### config.mk
export PLATFORM = sky130hd
export DESIGN_NAME = lcd_8080_writer
export DESIGN_NICKNAME = d
export VERILOG_FILES = /design/src/rtl/lcd_8080_writer.sv
export SDC_FILE = /design/constraint.sdc
export NUM_CORES = 1
export LEC_CHECK = 0
export BUFFER_PORTS_ARGS = -buffer_cell sky130_fd_sc_hd__buf_2
export CAP_MARGIN = 20
export CORE_MARGIN = 2
export CORE_UTILIZATION = 56
export CTS_CLUSTER_SIZE = 25
export DETAILED_ROUTE_END_ITERATION = 12
export GPL_ROUTABILITY_DRIVEN = 0
export GPL_TIMING_DRIVEN = 0
export HOLD_SLACK_MARGIN = 0.02
export PLACE_DENSITY = 0.76
export SLEW_MARGIN = 20
export SYNTH_ARGS = -nofsm -noshare
export SYNTH_HDL_FRONTEND = slang
export SYNTH_SLANG_ARGS = --single-unit
### constraint.sdc
create_clock -name clk -period 3.45 [get_ports clk]
set_input_delay 0.1725 -clock clk [delete_from_list [all_inputs] [get_ports clk]]
set_output_delay 0.1725 -clock clk [all_outputs]
set_load 0.01 [all_outputs]
### src/rtl/lcd_8080_writer.sv
`default_nettype none
// lcd_8080_writer: FIFO-buffered 8080-style panel write sequencer with panel reset sequencing.
// Revision 1.0 - initial release.
module lcd_8080_writer #(
  parameter int DATA_W       = 16,
  parameter int FIFO_DEPTH   = 16,
  parameter int WR_LOW       = 2,
  parameter int WR_HIGH      = 2,
  parameter int RST_LOW_CYC  = 500,
  parameter int RST_WAIT_CYC = 6000,
  parameter int CS_IDLE_CYC  = 8
) (
  input  logic                        clk,
  input  logic                        reset_n,
  input  logic                        s_valid,
  output logic                        s_ready,
  input  logic [DATA_W-1:0]           s_data,
  input  logic                        s_dc,
  input  logic                        s_last,
  input  logic                        init_req,
  output logic                        busy,
  output logic [$clog2(FIFO_DEPTH):0] fifo_level,
  output logic                        lcd_csx,
  output logic                        lcd_dcx,
  output logic                        lcd_wrx,
  output logic                        lcd_rdx,
  output logic                        lcd_reset,
  output logic [DATA_W-1:0]           lcd_data
);
  localparam int AW      = $clog2(FIFO_DEPTH);
  localparam int LW      = AW + 1;
  localparam int EW      = DATA_W + 2;
  localparam int MAX_A   = (RST_LOW_CYC > RST_WAIT_CYC) ? RST_LOW_CYC : RST_WAIT_CYC;
  localparam int MAX_B   = (WR_LOW > WR_HIGH) ? WR_LOW : WR_HIGH;
  localparam int MAX_C   = (MAX_A > MAX_B) ? MAX_A : MAX_B;
  localparam int MAX_CNT = (MAX_C > CS_IDLE_CYC) ? MAX_C : CS_IDLE_CYC;
  localparam int CW      = $clog2(MAX_CNT + 1);

  localparam logic [CW-1:0] RL_END   = CW'(RST_LOW_CYC - 1);
  localparam logic [CW-1:0] RW_END   = CW'(RST_WAIT_CYC - 1);
  localparam logic [CW-1:0] WL_END   = CW'(WR_LOW - 1);
  localparam logic [CW-1:0] WH_END   = CW'(WR_HIGH - 1);
  localparam logic [CW-1:0] CI_END   = CW'(CS_IDLE_CYC - 1);
  localparam logic [LW-1:0] FULL_LVL = LW'(FIFO_DEPTH);

  typedef enum logic [2:0] {
    S_RST_LOW  = 3'd0,
    S_RST_WAIT = 3'd1,
    S_IDLE     = 3'd2,
    S_SETUP    = 3'd3,
    S_WR_LO    = 3'd4,
    S_WR_HI    = 3'd5
  } state_t;

  state_t        state;
  logic [CW-1:0] cnt;
  logic          init_pend;
  logic          cur_last;

  logic [EW-1:0] mem [FIFO_DEPTH];
  logic [AW-1:0] wr_ptr;
  logic [AW-1:0] rd_ptr;
  logic [LW-1:0] count;
  logic [EW-1:0] head;
  logic          full;
  logic          empty;
  logic          push;
  logic          pop;
  logic          hi_done;
  logic          init_hold;

  assign full       = (count == FULL_LVL);
  assign empty      = (count == '0);
  assign s_ready    = reset_n & ~full;
  assign push       = s_valid & s_ready;
  assign head       = mem[rd_ptr];
  assign hi_done    = (state == S_WR_HI) && (cnt == WH_END);
  assign init_hold  = init_pend | init_req;
  // Pop exactly where the FSM loads a new word into SETUP.
  assign pop        = ~empty & (((state == S_IDLE) & ~init_req) |
                                (hi_done & ~init_hold & ~cur_last));
  assign busy       = (state != S_IDLE) | ~empty;
  assign fifo_level = count;
  assign lcd_rdx    = 1'b1;

  always_ff @(posedge clk) begin
    if (push) mem[wr_ptr] <= {s_last, s_dc, s_data};
  end

  always_ff @(posedge clk or negedge reset_n) begin
    if (!reset_n) begin
      wr_ptr <= '0;
      rd_ptr <= '0;
      count  <= '0;
    end else begin
      if (push) wr_ptr <= wr_ptr + 1'b1;
      if (pop)  rd_ptr <= rd_ptr + 1'b1;
      case ({push, pop})
        2'b10:   count <= count + 1'b1;
        2'b01:   count <= count - 1'b1;
        default: count <= count;
      endcase
    end
  end

  always_ff @(posedge clk or negedge reset_n) begin
    if (!reset_n) begin
      state     <= S_RST_LOW;
      cnt       <= '0;
      init_pend <= 1'b0;
      cur_last  <= 1'b0;
      lcd_reset <= 1'b0;
      lcd_csx   <= 1'b1;
      lcd_wrx   <= 1'b1;
      lcd_dcx   <= 1'b1;
      lcd_data  <= '0;
    end else begin
      if (init_req && (state == S_SETUP || state == S_WR_LO || state == S_WR_HI))
        init_pend <= 1'b1;
      case (state)
        S_RST_LOW: begin
          if (cnt == RL_END) begin
            state     <= S_RST_WAIT;
            cnt       <= '0;
            lcd_reset <= 1'b1;
          end else begin
            cnt <= cnt + 1'b1;
          end
        end
        S_RST_WAIT: begin
          if (cnt == RW_END) begin
            state <= S_IDLE;
            cnt   <= '0;
          end else begin
            cnt <= cnt + 1'b1;
          end
        end
        S_IDLE: begin
          if (init_req) begin
            state     <= S_RST_LOW;
            cnt       <= '0;
            lcd_reset <= 1'b0;
            lcd_csx   <= 1'b1;
          end else if (!empty) begin
            state    <= S_SETUP;
            lcd_csx  <= 1'b0;
            lcd_dcx  <= head[DATA_W];
            lcd_data <= head[DATA_W-1:0];
            cur_last <= head[DATA_W+1];
          end else if (!lcd_csx) begin
            // Close an open frame once the producer has gone quiet.
            if (cnt == CI_END) begin
              lcd_csx <= 1'b1;
              cnt     <= '0;
            end else begin
              cnt <= cnt + 1'b1;
            end
          end
        end
        S_SETUP: begin
          state   <= S_WR_LO;
          cnt     <= '0;
          lcd_wrx <= 1'b0;
        end
        S_WR_LO: begin
          if (cnt == WL_END) begin
            state   <= S_WR_HI;
            cnt     <= '0;
            lcd_wrx <= 1'b1;
          end else begin
            cnt <= cnt + 1'b1;
          end
        end
        S_WR_HI: begin
          if (cnt == WH_END) begin
            cnt <= '0;
            if (init_hold) begin
              state     <= S_RST_LOW;
              init_pend <= 1'b0;
              lcd_reset <= 1'b0;
              lcd_csx   <= 1'b1;
            end else if (cur_last) begin
              state   <= S_IDLE;
              lcd_csx <= 1'b1;
            end else if (!empty) begin
              state    <= S_SETUP;
              lcd_dcx  <= head[DATA_W];
              lcd_data <= head[DATA_W-1:0];
              cur_last <= head[DATA_W+1];
            end else begin
              state <= S_IDLE;
            end
          end else begin
            cnt <= cnt + 1'b1;
          end
        end
        default: begin
          state <= S_RST_LOW;
          cnt   <= '0;
        end
      endcase
    end
  end

endmodule
`default_nettype wire

# Yosys cells after proc, flatten, opt, wreduce, memory -nomap -nowiden
# Memory sizes are Yosys's and may differ from the RTL's.
# Index checks and enable logic that the tools add are counted.
word_totals:
  mem_count: 1
  output_inout_bits: 28
  mem_bits_rw: 288
  in_bits: 22
  register_bits: 51
  word_cells: 136
op_classes:
  n_eq_ne: 27
  add_sub_neg: 5
  bitwise: 14
  n_mux: 59
  n_reduce_logical: 18
memory_table:
  columns: ["name", "depth", "width", "read_ports", "rd_ports_with_merged_regs", "wr", "line_no", "rtl"]
  rows:
  - ["mem", 16, 18, 1, 0, 1, "60", "logic [EW-1:0] mem [FIFO_DEPTH];"]
op_table:
  columns: ["op", "count"]
  rows:
  - ["$mux 13", 7]
  - ["$mux 16", 5]
  - ["$pmux 13 s4", 1]
  - ["$pmux 16 s2", 1]
  - ["$mux 1", 31]
  - ["$reduce_and 5->1", 4]
  - ["$mux 3", 6]
  - ["$pmux 3 s6", 1]
  - ["$ne 2x2->1 const B", 8]
  - ["$add 13x1->13 const B", 1]
  - ["$eq 13x1->1 const B", 1]
  - ["$eq 13x13->1 const B", 1]
  - ["$eq 13x3->1 const B", 1]
  - ["$eq 13x9->1 const B", 1]
  - ["$ne 3x3->1 const B", 4]
  - ["$pmux 5 s2", 1]
  - ["$add 4x1->4 const B", 2]
  - ["$pmux 1 s2", 4]
  - ["$and 1x1->1", 6]
  - ["$eq 3x2->1 const B", 2]
  - ["$eq 3x3->1 const B", 2]
  - ["$reduce_bool 2->1", 3]
  - ["$add 5x1->5 const B", 1]
  - ["$eq 5x5->1 const B", 1]
  - ["other kinds (18)", 28]

# Logic depth before layout (Yosys ltp)
# Gate-level depths: netlist (run 1).
depth:
  depth_word: 8
  ltp_mapped: 14
  ltp_nobuf: 13

# Worst setup path after synthesis (run 1)
# Ideal clock, no wire load.
synth_path:
  kind: "register -> register"
  startpoint: "register cnt[9]"
  endpoint: "register count[4], in the netlist fifo_level[4]"
  t_arrival_ns: 3.097
  path_stages_with_launch: 13
  setup_time_ns: 0.123
  setup_slack_ns: 0.230
  n_path_buf: 1
  cell_sequence: "dfrtp_1 -> or4_4 -> nor4_4 -> a21oi_2 -> nor2_4 -> buf_12 -> ha_1 -> ha_1 -> a21o_1 -> a21oi_1 -> xor2_1 -> nor2_1 -> xnor2_1"
synth_via:
  elab_chain_cells: 8
  word_cells_on_any_way: 10
  classes_between: "eq/ne: 3; mux: 1; bitwise: 4; reduce/logical: 2"
synth_rtl:
  columns: ["element", "line_no", "rtl"]
  rows:
  - ["from (decl)", "56", "logic [CW-1:0] cnt;"]
  - ["from (signal assigned)", "127", "cnt <= cnt + 1'b1;"]
  - ["from (signal assigned)", "135", "cnt <= cnt + 1'b1;"]
  - ["from (signal assigned)", "156", "cnt <= cnt + 1'b1;"]
  - ["$eq 13x1->1 (*)", "77", "assign hi_done = (state == S_WR_HI) && (cnt == WH_END);"]
  - ["$logic_and 1x1->1 (*)", "77", null]
  - ["$and 1x1->1 (*) (2 in series)", "81", "(hi_done & ~init_hold & ~cur_last));"]
  - ["$or 1x1->1 (*)", "80", "assign pop = ~empty & (((state == S_IDLE) & ~init_req) |"]
  - ["$and 1x1->1 (*)", "80", null]
  - ["net pop", "68", "logic pop;"]
  - ["$eq 2x1->1 / $eq 2x2->1 (equally long branches)", "98", "case ({push, pop})"]
  - ["$pmux 5 s2 / $reduce_bool 2->1 (equally long branches)", null, null]
  - ["to (signal assigned)", "99", "2'b10: count <= count + 1'b1;"]
  - ["to (signal assigned)", "100", "2'b01: count <= count - 1'b1;"]
  - ["to (signal assigned)", "101", "default: count <= count;"]
  - ["to (decl)", "63", "logic [LW-1:0] count;"]
# The timed path passes the listed nets; every way through them passes the cells marked *.
# A chain may end at the register's enable or synchronous reset.

# Final worst setup path (run 1)
layout_path:
  startpoint: "register cnt[1]"
  endpoint: "register count[4], in the netlist fifo_level[4]"
# Same word-level chain as after synthesis.

==> results of run 1 <==
[repair_timing]
item / 4_1_cts / 5_1_grt
pin swaps: 1 / 1
endpoints found under the hold margin: 312 / 0
hold buffers: 19 / 0
endpoints found under the setup margin: 2 / 1
gates resized for setup: 1 / 1
buffers inserted: 1 / 1
[report_power, final]
| group | leakage, nW | internal (W) | total (W) | switching, W |
|---|---|---|---|---|
| Clock | 0.576 | 0.00220 | 0.00378 | 0.00158 |
| Sequential | 3.23 | 0.00486 | 0.00509 | 0.000234 |
| Combinational | 1.77 | 0.00157 | 0.00325 | 0.00168 |
| Total | 5.58 | 0.00863 | 0.0121 | 0.00349 |
[sequential cells by signal, summed over array words and instances (netlist names)]
name	count
cnt	13
cur_last	1
fifo_level	5
init_pend	1
lcd_csx	1
lcd_data	16
lcd_dcx	1
lcd_reset	1
lcd_wrx	1
mem	288
rd_ptr	4
state	3
wr_ptr	4
[final cells by class]
cell class	instances	area share [%]
plain buffers	35	1.37
clock buffers	49	6.34
clock inverters	16	0.962
inverters	8	0.185
multi-input cells	294	23.5
flip-flops and latches	339	61.1
well taps	324	2.49
repair buffers	84	4.05
[cells in the final DEF, fill, tap and decap left out, types with 5 or more instances in the layout]
| master | netlist | final |
|---|---|---|
| mux4_1 | 47 | 47 |
| clkbuf_8 | 3 | 9 |
| edfxtp_1 | 288 | 288 |
| clkbuf_16 | 0 | 37 |
| nand2_1 | 27 | 27 |
| clkinv_2 | 0 | 6 |
| buf_2 | 10 | 56 |
| buf_4 | 2 | 9 |
| ha_1 | 11 | 10 |
| nor3_1 | 11 | 7 |
| inv_1 | 8 | 8 |
| dlygate4sd3_1 | 0 | 19 |
| a21oi_1 | 14 | 14 |
| clkbuf_1 | 15 | 21 |
| nor4_1 | 7 | 7 |
| nor2_4 | 1 | 13 |
| dfrtp_1 | 48 | 48 |
| buf_6 | 1 | 9 |
| nand2b_1 | 6 | 6 |
| xnor2_1 | 13 | 13 |
| xor2_1 | 5 | 5 |
| nor2_1 | 17 | 5 |
| o21ai_0 | 15 | 15 |
| mux4_2 | 43 | 43 |
| mux2_4 | 18 | 18 |
| nand3_1 | 7 | 7 |
| o211ai_1 | 5 | 5 |
[routing by layer]
layer	routed length [µm]	global-route usage (%)	share of wire (%)
met5	0	0	0
met4	741	6.86	2.5
met3	2230	4.78	7.5
met2	14800	39.0	50
met1	12100	32.8	40
[cells in the mapped netlist (4+ instances only)]
cell      number  area share [%]
a21oi_1       14            0.50
buf_2         10            0.36
clkbuf_1      15            0.41
dfrtp_1       48             8.7
edfxtp_1     288              62
ha_1          11            0.99
inv_1          8            0.22
mux2_4        18             1.9
mux4_1        47             8.9
mux4_2        43             7.0
nand2_1       27            0.73
nand2b_1       6            0.27
nand3_1        7            0.25
nand4_1        4            0.18
nor2_1        17            0.46
nor3_1        11            0.40
nor4_1         7            0.32
o211ai_1       5            0.27
o21ai_0       15            0.54
xnor2_1       13            0.82
xor2_1         5            0.32
[through the flow]
step	hold slack (ns)	worst slack, ns	instances	TNS, ns
after floorplan	-0.123	0.230	676	0
after global placement	0.463	-1.86	1047	-271.66
after detailed placement	0.296	-0.160	1063	-0.173
after CTS	0.0249	0.0647	1148	0
after global routing	0.0437	0.0651	1149	0
final	0.0623	0.156	1149	0
[logic make-up after synthesis]
| logic type | share of synthesized area (%) |
|---|---|
| compound gates | 2.40 |
| xor+xnor | 1.14 |
| fa+ha+maj | 1.14 |
| buf+inv | 1.82 |
| flops | 71.5 |
| mux | 18.0 |
| other cells | 0.0270 |
| simple gates | 4.02 |
[worst min path at each step]
stage	startpoint	endpoint	slack, ns	cells past startpoint
finish	s_data[15]	mem[1][15]	0.06	1
floorplan	reset_n	cnt[0]	-0.12	0
CTS	s_data[15]	mem[1][15]	0.02	1
detailed placement	reset_n	lcd_data[0]	0.30	1
global placement	lcd_wrx	lcd_wrx	0.46	2
global route	s_data[15]	mem[0][15]	0.04	1
==> impl_results.md, run 1 <==
- Worst hold path type: in -> reg
- FF-to-FF End: fifo_level[4]
- Initial DRC count: 874
- Kind of critical path: reg -> reg
- Drt pass-1 iters: 5
- Fill cells: between 1.5k and 2k
- Core Util, Final: 66.9%
- DP Area: 14900 µm²
- Pin count of the biggest net entering global routing: 53
- #FFs+latches synth: 339
- Avg Cell Area, Syn: 20.5 µm²
- CTS Buffer Depth: 3
- Tcrit/Tclk final: 95.5%
- Worst Setup EP: fifo_level[4]
- Vias per inst: roughly 6.2
- Final Cell Area: 16300 µm²
- Io pins: 50
- MaxCap Viol Count: 0
- Final net count: roughly 830
- Final hold viol count: 0
- Die Y: 161 µm
- WP data arrival: between 3 and 4 ns
- Gr usage total: between 20% and 30%
- DP HPWL: 17.9 mm
- IO buf count: 47
- Routed wire length: 29.9 mm
- Crit path depth: 14
- Cell Rows: 57
- Worst-margin pin slew: 1.10 ns
- Grt total ovfl: 0
- Post-synth cell types: 63
- CP Capture Type: flop
- Worst Setup Start Kind: flop
- DR vias: 7168
- FMAX: 304 MHz
- VDD IR-drop max: 0.644 mV
- Reg clk slew, reported paths: approximately 0.060 ns
- Post-synth ARST share: 15.0%
- Deepest level of the CTS H-tree: 2
- Worst skew pair latency: between 0.5 and 0.6 ns
- EDFF count, synth: around 290
- Pins Over Slew Limit: 0
- Synth Flop Type: edfxtp_1
- Layout area overhead: 17.1%
- CP Launch Point: cnt[1]
- CTS root buf: clkbuf_16
- R2r worst-path depth: 14
- Critical path buffer and inverter count: 2
- Cell Chain, Critical Path: inv_1 > ha_1 > or4b_4 > nor4_4 > a21oi_2 > nor2_4 > buf_12 > ha_4 > ha_1 > a21o_1 > a21oi_1 > xor2_1 > nor2_1 > xnor2_1
- Syn_nets: 710
- Rel. slew slack: 25.4%
- Clk sinks: 339
- Number of global-route vias before repair: 7404
- WP data required: between 3 and 4 ns
- Final min period: roughly 3.3 ns
- Share of cells above drive strength 1: roughly 28%
- Most frequent CP cell: ha_1
- Final setup viols: 0
- Total power: 0.0121 W
- Clock Skews: 0.0221 ns
- Post-synthesis cell area: 13900 µm²
- TritonCTS buffer count: 36
- Initial core utilization: 57.1%
- PD cells: between 700 and 800 nW/µm²
- P_leak: 5.58 nW
- First-pass GRT wire length: 44.8 mm
- Slowest cell on the critical path: or4b_4
- Area occupied by multi-input gates: 3830 µm²
- Worst path top cell family by delay: simple AND/OR/NAND/NOR gates
- Initial antenna violation count: 0
- Synth warn: 0
- Antenna Violating Nets Remaining: 0
- Diodes inserted: 0
- Critical register-to-register path startpoint: cnt[1]
- Max incr delay on CP: 0.48 ns
- CTS tree: done
- Run status: finished, final reports clean
- Core box area: 24300 µm²
- Reg2Reg Setup Slack: 0.16 ns
- Routed len/inst: ~26 µm
- Gate Count Post-Synth: about 680
- Reg area: 9930 µm²
- Crit Path Max Fanout: 10
- RSZ-0062 raised after global routing: false
- Die ar.: 26100 µm²
- Chip width: 161 µm
- DRC: 0
- Register area share after synthesis: 71.5%
Note: power is estimated with default switching activity, not from simulation.
==> run 2, diff against run 1 <==
--- a/config.mk
+++ b/config.mk
@@ -7,14 +7,17 @@
 export LEC_CHECK = 0
 export BUFFER_PORTS_ARGS = -buffer_cell sky130_fd_sc_hd__buf_2
 export CAP_MARGIN = 20
+export CORE_ASPECT_RATIO = 1.2
 export CORE_MARGIN = 2
 export CORE_UTILIZATION = 56
+export CTS_BUF_LIST = sky130_fd_sc_hd__clkbuf_16
 export CTS_CLUSTER_SIZE = 25
 export DETAILED_ROUTE_END_ITERATION = 12
 export GPL_ROUTABILITY_DRIVEN = 0
 export GPL_TIMING_DRIVEN = 0
 export HOLD_SLACK_MARGIN = 0.02
 export PLACE_DENSITY = 0.76
+export SETUP_SLACK_MARGIN = 0.15
 export SLEW_MARGIN = 20
 export SYNTH_ARGS = -nofsm -noshare
 export SYNTH_HDL_FRONTEND = slang
==> run 2 against run 1 <==
Core utilization fell by 1.5 points. Sequential power is essentially flat. Hold slack worse by 0.032 ns. Wire length rose by 0.19%. Worst setup slack improved by 0.14 ns. Critical path depth fell by 2. Sequential share of layout area up 0.91 points. Sequential cell count unchanged. Die area barely moved. Clock-buffer cell count fell by 14. Clock skew rose by 0.0020 ns. Combinational power hardly changed. Largest cell class unchanged. Highest routed layer is now met5.
==> impl_results.md, run 2 (synthesized netlist as in run 1, its figures left out) <==
- Run status: finished, final reports clean
- Layout area overhead: 15.4%
- Clock Skews: between 0.02 and 0.025 ns
- Final Cell Area: ~16000 µm²
- CTS root buf: clkbuf_16
- CP Capture Type: flop
- Gr usage total: 23.6%
- Commonest non-fill, non-tap cell in the layout: edfxtp_1
- Cell Chain, Critical Path: or4_4 > nor4_4 > a21oi_4 > nor2_4 > buf_12 > ha_4 > ha_1 > a21o_1 > a21oi_1 > xor2_1 > nor2_1 > xnor2_1
- Power share of the sequential group: 43.5%
- Number of global-route vias before repair: 7503
- Sw Share: 29.0%
- WP data arrival: 3.54 ns
- Die ar.: approximately 26000 µm²
- PD cells: approximately 730 nW/µm²
- Die Y: 176 µm
- Crit Path Max Fanout: 10
- Cell Rows: 63
- TritonCTS buffer count: 34
- FMAX: 317 MHz
- Reg clk slew, reported paths: ~0.06 ns
- R2r worst-path depth: 12
- Most flops, register: mem
- Clk sinks: 339
- MaxCap Viol Count: 0
- Worst hold path type: in -> reg
- WHS Path Cells: 1
- Initial antenna violation count: 1
- Core box area: 24500 µm²
- Most frequent cells in the layout: edfxtp_1, buf_2, dfrtp_1
- Io pins: 50
- Tcrit/Tclk final: 91.4%
- Clock power share: 28.9%
- Initial core utilization: 56.6%
- Critical path buffer and inverter count: 1
- P_leak: ~5.5 nW
- Share of cells above drive strength 1: a little over a quarter
- DRC: 0
- DP HPWL: 18.3 mm
- Worst skew pair latency: 0.51 ns
- Antenna Violating Nets Remaining: 0
- CTS tree: done
- Sw Pwr: 0.00340 W
- Biggest regs: mem: 288 flops, lcd_data: 16 flops, cnt: 13 flops
- VDD IR-drop max: 0.502 mV
- Drt pass-1 iters: 7
- Routed wire length: ~30 mm
- Vias per inst: 6.25
- Max incr delay on CP: 0.59 ns
- Gate power share: between 20% and 30%
- Fill cells: 1568
- Initial DRC count: 530
- Final min period: 3.15 ns
- Deepest level of the CTS H-tree: 2
- WP data required: 3.84 ns
- Pre-CTS setup slack: -0.189 ns
- RSZ-0062 raised after global routing: false
- Crit path depth: 12
- DR vias: a little over 7k
- Worst path top cell family by delay: simple AND/OR/NAND/NOR gates
- Max reg flops: 288
- Slowest cell on the critical path: or4_4
- Pins Over Slew Limit: 0
- Final hold viol count: 0
- Pin count of the biggest net entering global routing: 53
- Worst Setup Start Kind: flop
- Worst-margin pin slew: approximately 1.1 ns
- IO buf count: 47
- First-pass GRT wire length: 44.8 mm
- Kind of critical path: reg -> reg
- Final setup viols: 0
- Final net count: 817
- Int Pwr: approximately 0.0083 W
- Routed len/inst: roughly 26 µm
- Grt total ovfl: 0
- Chip width: 148 µm
- DP Area: around 15000 µm²
- Rel. slew slack: 29.4%
- CTS Buffer Depth: 3
- Final worst slack: 0.298 ns
-- run 2: cell types whose count changed in the layout (fill, tap and decap cells not counted), sizes merged --
cell / delta
diode: +1
inv: +7
clkinv: +3
dlygate4sd3: -12
buf: -1
clkbuf: -14
-- run 2: final cells by class --
cell class,instances,area [µm²],area share (%)
Timing Repair Buffer,71,559,3.49
Multi-Input combinational cell,294,3850,24.0
Sequential cell,339,9930,62.0
Antenna cell,1,2.50,0.0156
Clock buffer,35,876,5.47
Tap cell,325,407,2.54
Inverter,8,30.0,0.187
Buffer,35,224,1.40
Clock inverter,26,149,0.929
-- run 2: routing by layer --
metal	track usage [%]	routed length (µm)
met5	0	11
met1	29.6	11400
met2	42.0	15900
met3	3.75	1620
met4	8.13	946
-- run 2: power groups by stage --
stage | Combinational, W | Sequential (W) | Clock [W]
after floorplan | 0.00214 | 0.00518 | 0
after global placement | 0.00295 | 0.00515 | 0
after detailed placement | 0.00320 | 0.00518 | 0
after CTS | 0.00325 | 0.00511 | 0.00344
after global routing | 0.00346 | 0.00515 | 0.00359
final | 0.00323 | 0.00511 | 0.00340
-- run 2: worst paths after layout --
kind                            from       endpoint  slack, ns
max reg2reg                   cnt[9]  fifo_level[4]       0.30
min reg2reg                  lcd_wrx        lcd_wrx       0.47
max                           cnt[9]  fifo_level[4]       0.30
min                        s_data[1]     mem[15][1]       0.03
min in group asynchronous    reset_n    lcd_data[1]       0.20
max in group asynchronous    reset_n         cnt[8]       2.85
-- run 2: worst register-to-register path: stages, from the launching register on --
cell,delay [ns]
dfrtp_1,0.42
or4_4,0.59
nor4_4,0.42
a21oi_4,0.13
nor2_4,0.15
buf_12,0.17
ha_4,0.18
ha_1,0.27
a21o_1,0.20
a21oi_1,0.16
xor2_1,0.15
nor2_1,0.06
xnor2_1,0.13
-- run 2: what timing repair did --
action | CTS | global route
hold buffers | 7 | 0
setup endpoints to repair | 3 | 10
endpoints found under the hold margin | 109 | 0
resized for setup | 2 | 6
setup buffers | 2 | 1
pin swaps | 3 | 2
-- run 2: stage by stage --
| stage | utilization, % | hold slack [ns] | std cells | TNS [ns] | power (W) |
|---|---|---|---|---|---|
| 2_1_floorplan | - | -0.123 | 676 | 0 | 0.00732 |
| 3_3_place_gp | 59.3 | 0.462 | 1048 | -278.02 | 0.00810 |
| 3_5_place_dp | 60.6 | 0.282 | 1062 | -0.254 | 0.00838 |
| 4_1_cts | 65.2 | 0.0226 | 1132 | 0 | 0.0118 |
| 5_1_grt | 65.3 | 0.0367 | 1133 | 0 | 0.0122 |
| 6_report | 65.4 | 0.0304 | 1134 | 0 | 0.0117 |
